[src/rtl/hazard_pkg.sv]
// Shared types and helpers for the hazard scoreboard: slot entry layout and
// forwarding-select width.
package hazard_pkg;

  localparam int unsigned DEFAULT_REG_AW = 5;
  // Slot fields are sized for the widest supported configuration.
  localparam int unsigned SLOT_RW_W = 16;
  localparam int unsigned SLOT_AV_W = 3;

  typedef struct packed {
    logic                 valid;
    logic                 we;
    logic [SLOT_RW_W-1:0] rw;
    logic [SLOT_AV_W-1:0] avail;
  } slot_t;

  function automatic int unsigned fw_width(input int unsigned depth);
    return (depth > 1) ? $clog2(depth) : 1;
  endfunction

endpackage

[src/rtl/md_busy_counter.sv]
// Mul/div busy interlock: loads MD_LAT on issue and counts down to idle.
module md_busy_counter #(
  parameter int unsigned MD_LAT = 8
) (
  input  logic i_clk,
  input  logic i_rst,
  input  logic i_load,
  output logic o_busy
);

  localparam int unsigned CW = $clog2(MD_LAT + 1);

  logic [CW-1:0] r_cnt;

  always_ff @(posedge i_clk or posedge i_rst) begin
    if (i_rst) begin
      r_cnt <= '0;
    end else if (i_load) begin
      r_cnt <= CW'(MD_LAT);
    end else if (r_cnt != '0) begin
      r_cnt <= r_cnt - CW'(1);
    end
  end

  assign o_busy = (r_cnt != '0);

endmodule

[src/rtl/hazard_scoreboard.sv]
// Tracks in-flight register writes after ID and derives forwarding selects,
// load-use stall, flush bubble and the mul/div interlock.
module hazard_scoreboard
  import hazard_pkg::*;
#(
  parameter int unsigned REG_AW     = DEFAULT_REG_AW,
  parameter int unsigned DEPTH      = 3,
  parameter int unsigned ALU_AVAIL  = 2,
  parameter int unsigned LOAD_AVAIL = 3,
  parameter int unsigned MD_LAT     = 8,
  localparam int unsigned FW        = fw_width(DEPTH)
) (
  input  logic              i_clk,
  input  logic              i_rst,
  input  logic              i_id_valid,
  input  logic [REG_AW-1:0] i_ra,
  input  logic [REG_AW-1:0] i_rb,
  input  logic              i_ra_used,
  input  logic              i_rb_used,
  input  logic [REG_AW-1:0] i_rw,
  input  logic              i_we,
  input  logic              i_is_load,
  input  logic              i_is_md,
  input  logic              i_rd_hilo,
  input  logic              i_flush,
  output logic              o_stall,
  output logic              o_bubble,
  output logic [FW-1:0]     o_fwd_a,
  output logic [FW-1:0]     o_fwd_b,
  output logic              o_md_busy
);

  slot_t r_slot [1:DEPTH];

  logic [DEPTH-1:1] w_match_a;
  logic [DEPTH-1:1] w_match_b;
  logic [FW-1:0]    w_fwd_a;
  logic [FW-1:0]    w_fwd_b;
  logic             w_haz_a;
  logic             w_haz_b;
  logic             w_md_busy;
  logic             w_stall;
  logic             w_issue;
  slot_t            w_entry;

  // Slot DEPTH is the WB register; the register file already sees it.
  for (genvar k = 1; k < DEPTH; k++) begin : g_match
    assign w_match_a[k] = i_ra_used && (i_ra != '0) && r_slot[k].valid && r_slot[k].we &&
                          (r_slot[k].rw == SLOT_RW_W'(i_ra));
    assign w_match_b[k] = i_rb_used && (i_rb != '0) && r_slot[k].valid && r_slot[k].we &&
                          (r_slot[k].rw == SLOT_RW_W'(i_rb));
  end

  // Scan oldest to youngest so the youngest producer is the last to win.
  always_comb begin
    w_fwd_a = '0;
    w_fwd_b = '0;
    w_haz_a = 1'b0;
    w_haz_b = 1'b0;
    for (int k = DEPTH - 1; k >= 1; k--) begin
      if (w_match_a[k]) begin
        w_fwd_a = FW'(k);
        w_haz_a = (k + 1) < int'(r_slot[k].avail);
      end
      if (w_match_b[k]) begin
        w_fwd_b = FW'(k);
        w_haz_b = (k + 1) < int'(r_slot[k].avail);
      end
    end
  end

  assign w_stall = i_id_valid && !i_flush &&
                   (w_haz_a || w_haz_b || (w_md_busy && (i_is_md || i_rd_hilo)));
  assign w_issue = i_id_valid && !w_stall && !i_flush;

  always_comb begin
    w_entry       = '0;
    w_entry.valid = 1'b1;
    w_entry.we    = i_we;
    w_entry.rw    = SLOT_RW_W'(i_rw);
    w_entry.avail = i_is_load ? SLOT_AV_W'(LOAD_AVAIL) : SLOT_AV_W'(ALU_AVAIL);
  end

  always_ff @(posedge i_clk or posedge i_rst) begin
    if (i_rst) begin
      for (int k = 1; k <= DEPTH; k++) begin
        r_slot[k] <= '0;
      end
    end else begin
      r_slot[1] <= w_issue ? w_entry : '0;
      for (int k = 2; k <= DEPTH; k++) begin
        r_slot[k] <= r_slot[k-1];
      end
    end
  end

  md_busy_counter #(
    .MD_LAT (MD_LAT)
  ) u_md_busy_counter (
    .i_clk  (i_clk),
    .i_rst  (i_rst),
    .i_load (w_issue && i_is_md),
    .o_busy (w_md_busy)
  );

  assign o_stall   = w_stall;
  assign o_bubble  = w_stall || i_flush;
  assign o_fwd_a   = w_fwd_a;
  assign o_fwd_b   = w_fwd_b;
  assign o_md_busy = w_md_busy;

endmodule

[config.mk]
export PLATFORM = sky130hd
export DESIGN_NAME = hazard_scoreboard
export DESIGN_NICKNAME = d
export VERILOG_FILES = /design/src/rtl/hazard_pkg.sv /design/src/rtl/md_busy_counter.sv /design/src/rtl/hazard_scoreboard.sv
export SDC_FILE = /design/constraint.sdc
export NUM_CORES = 1
export LEC_CHECK = 0
export ABC_AREA = 1
export CELL_PAD_IN_SITES_DETAIL_PLACEMENT = 1
export CELL_PAD_IN_SITES_GLOBAL_PLACEMENT = 2
export CORE_MARGIN = 2
export CORE_UTILIZATION = 34
export CTS_CLUSTER_DIAMETER = 50
export DETAILED_ROUTE_END_ITERATION = 8
export DONT_BUFFER_PORTS = 1
export PLACE_DENSITY_LB_ADDON = 0.12
export SYNTH_ARGS = -nofsm -noshare
export SYNTH_HDL_FRONTEND = slang
export SYNTH_SLANG_ARGS = --single-unit
export TNS_END_PERCENT = 30
[constraint.sdc]
create_clock -name i_clk -period 1.7 [get_ports i_clk]
set_input_delay 0.085 -clock i_clk [delete_from_list [all_inputs] [get_ports i_clk]]
set_output_delay 0.085 -clock i_clk [all_outputs]
set_load 0.02 [all_outputs]
==> impl_metrics.json <==
{
  "chipHeight_um": 61.87,
  "postLayoutCellArea_mm2": 0.001423,
  "syn_inst": 149,
  "cp_data_arrival_time_ns": 1.61,
  "rsz0062_at_grt": "true",
  "synth_top_area_share": 0.4176,
  "seq_area_frac_synth": 0.4176,
  "ir_drop_mv": 0.5204,
  "fillers": 407,
  "clk_pin_slew_ns": 0.10,
  "fin_crit_sh": 0.9969,
  "wire_per_inst_um": 12.98,
  "portBuffers": 0,
  "worstPathMaxFanout": 3,
  "layout-drive-gt1-share": 0.3059,
  "core_area_mm2": 0.003284,
  "pin_count": 32,
  "gp_congestion": 0.7459,
  "first_iter_violations": 39,
  "cts_buffers": 3,
  "synth-seq-cells": 19,
  "nNetsFinal": 198,
  "wirelength_um": 2803,
  "cts_tree": "done",
  "drc_errors": 0,
  "grt_max_degree": 20,
  "grt_pass1_vias": 988,
  "syn_area_mm2": 0.001139,
  "clk_latency_ns": 0.29,
  "cts.sinks": 19,
  "setup_viol": 0,
  "drt-vias-per-instance": 4.505,
  "dr.pass1.iters": 4,
  "p_per_area_mw_per_mm2": 867.7,
  "min_path_type": "in2reg",
  "grt_overflow": 0,
  "fin_crit_ns": 1.695,
  "slew_violations": 0,
  "hold_viol_final": 0,
  "syn-num-nets": 176,
  "hpwlAfterDp_um": 2261,
  "whs_ns": 0.09767,
  "ys_types": 25,
  "grt_pass1_wl_um": 4429,
  "synth.avg_cell_area_um2": 7.642,
  "h-tree-depth": 1,
  "finalSetupTns_ns": 0,
  "clockBufferDepth": 2,
  "synth_area_leaders": "dfrtp_1 42%, inv_1 11%, nand2_1 9.9%",
  "area_growth_pct": 24.94,
  "cts-root-buf": "clkbuf_4",
  "start_util": 0.3467,
  "drv_cap": 0,
  "yosysWarnings": 0,
  "rows": 21,
  "dieArea_mm2": 0.003828,
  "slew_headroom": 0.5121,
  "die_w_um": 61.87,
  "placed_area_mm2": 0.001219,
  "ant_nets": 0,
  "r2r_setup_slack_ns": 0.18,
  "critPathRequiredTime_ns": 1.62,
  "synth_top_area_cell": "dfrtp_1",
  "num_antenna_cells": 0,
  "crit_path_start_kind": "register",
  "cellLeakagePower_nw": 0.7792,
  "end_kind": "primary output",
  "fin_util": 0.4331,
  "tightestPinTransition_ns": 0.7311,
  "clock_skew_ns": 0.0007432,
  "status": "completed",
  "vias": 973,
  "antenna_found_initial": 0,
  "critPathKind": "reg2out",
  "track_usage": 0.1631,
  "fmax_mhz": 590.1
}
synth_stat cells (all sizes together):
cell type / number
inv: 40
nor4: 1
ha: 2
nand2: 32
xnor2: 2
a221oi: 1
nand4: 1
nand3: 11
dfrtp: 19
o22ai: 3
nor3: 4
o21ai: 4
nor2: 19
a21oi: 4
xor2: 6
stage by stage:
step	setup slack [ns]	power (mW)	cells
2_1_floorplan	0.2710	0.8811	149
3_3_place_gp	0.3036	0.9447	198
3_5_place_dp	0.2620	0.9690	198
4_1_cts	-0.02455	1.245	212
5_1_grt	-0.1084	1.324	216
6_report	0.005289	1.234	216
power by group:
group          internal [mW]  switching [mW]  leakage, nW
combinational          0.177           0.259        0.511
clock                 0.0914           0.137       0.0150
sequential             0.525          0.0443        0.253
total                  0.794           0.441        0.779
layer usage:
layer | share of wire | wire (um) | GRT usage | vias up
li1 | - | - | - | 489
met1 | 0.46 | 1292 | 0.2130 | 453
met2 | 0.47 | 1326 | 0.2692 | 27
met3 | 0.051 | 143 | 0.02899 | 4
met4 | 0.015 | 41 | 0.06383 | 0
met5 | 0 | 0 | 0 | -
critical path, stage by stage (launching register included):
cell and delay, ns:
dfrtp_1 0.41, buf_4 0.15, xor2_1 0.15, nor2_1 0.11, nand3_2 0.11, nand2_2 0.10
nand2_4 0.07, nand2_4 0.06, nand2_4 0.06, nand2_4 0.09
layout by cell type (no fill, tap or decap), types with 2 or more instances in the layout:
cell,netlist,final
nand2_4,1,4
buf_4,0,8
o22ai_1,3,3
o21ai_1,2,2
dfrtp_1,19,18
nor2_1,11,10
a21oi_1,3,2
a21oi_2,1,2
dlygate4sd3_1,0,9
inv_1,33,28
xor2_1,6,6
clkbuf_4,0,3
ha_1,2,2
nand3_2,2,2
nor2_2,8,9
nor3_2,1,2
nand2_1,30,22
nand2_2,1,6
inv_2,7,11
nand3_1,8,8
nor3_1,3,2
xnor2_1,2,2
logic make-up (layout without fill, tap and decap cells):
family                   count (synthesis)  count (layout)  share of synthesized area
flip-flops                              19              19                     0.4176
XOR/XNOR                                 8               8                    0.06154
AO/OA/AOI/OAI                           12              12                    0.06593
adder cells (fa/ha/maj)                  2               2                    0.02197
buffers and inverters                   40              61                     0.1319
AND/OR/NAND/NOR                         68              68                     0.3011
area by class of cell:
cell class,instances,area (um2),share of cell area
clock buffer,4,26.28,0.01847
timing repair buffer,17,150.1,0.1055
multi-input combinational,90,559.3,0.3931
inverter,40,152.6,0.1073
sequential,19,476.7,0.3351
tap,46,57.56,0.04046
path summary, 6_finish.rpt:
kind | from | to | cells past startpoint
max | r_slot[47] | o_bubble | 9
min | i_is_md | u_md_busy_counter.r_cnt[3] | 3
max reg2reg | r_slot[47] | r_slot[48] | 9
min reg2reg | r_slot[61] | r_slot[40] | 0
max in group asynchronous | i_rst | r_slot[48] | 2
min in group asynchronous | i_rst | r_slot[27] | 2
state kept, by name, summed over array words and instances, names as in the netlist:
| name | cells |
|---|---|
| r_slot | 15 |
| u_md_busy_counter.r_cnt | 4 |
timing repair:
item	4_1_cts	5_1_grt
hold buffers	9	0
gates resized for setup	15	6
setup buffers	1	4
endpoints found under the setup margin	4	4
pin swaps	5	10
hold endpoints to repair	29	0
Note: power is estimated with default switching activity, not from simulation.
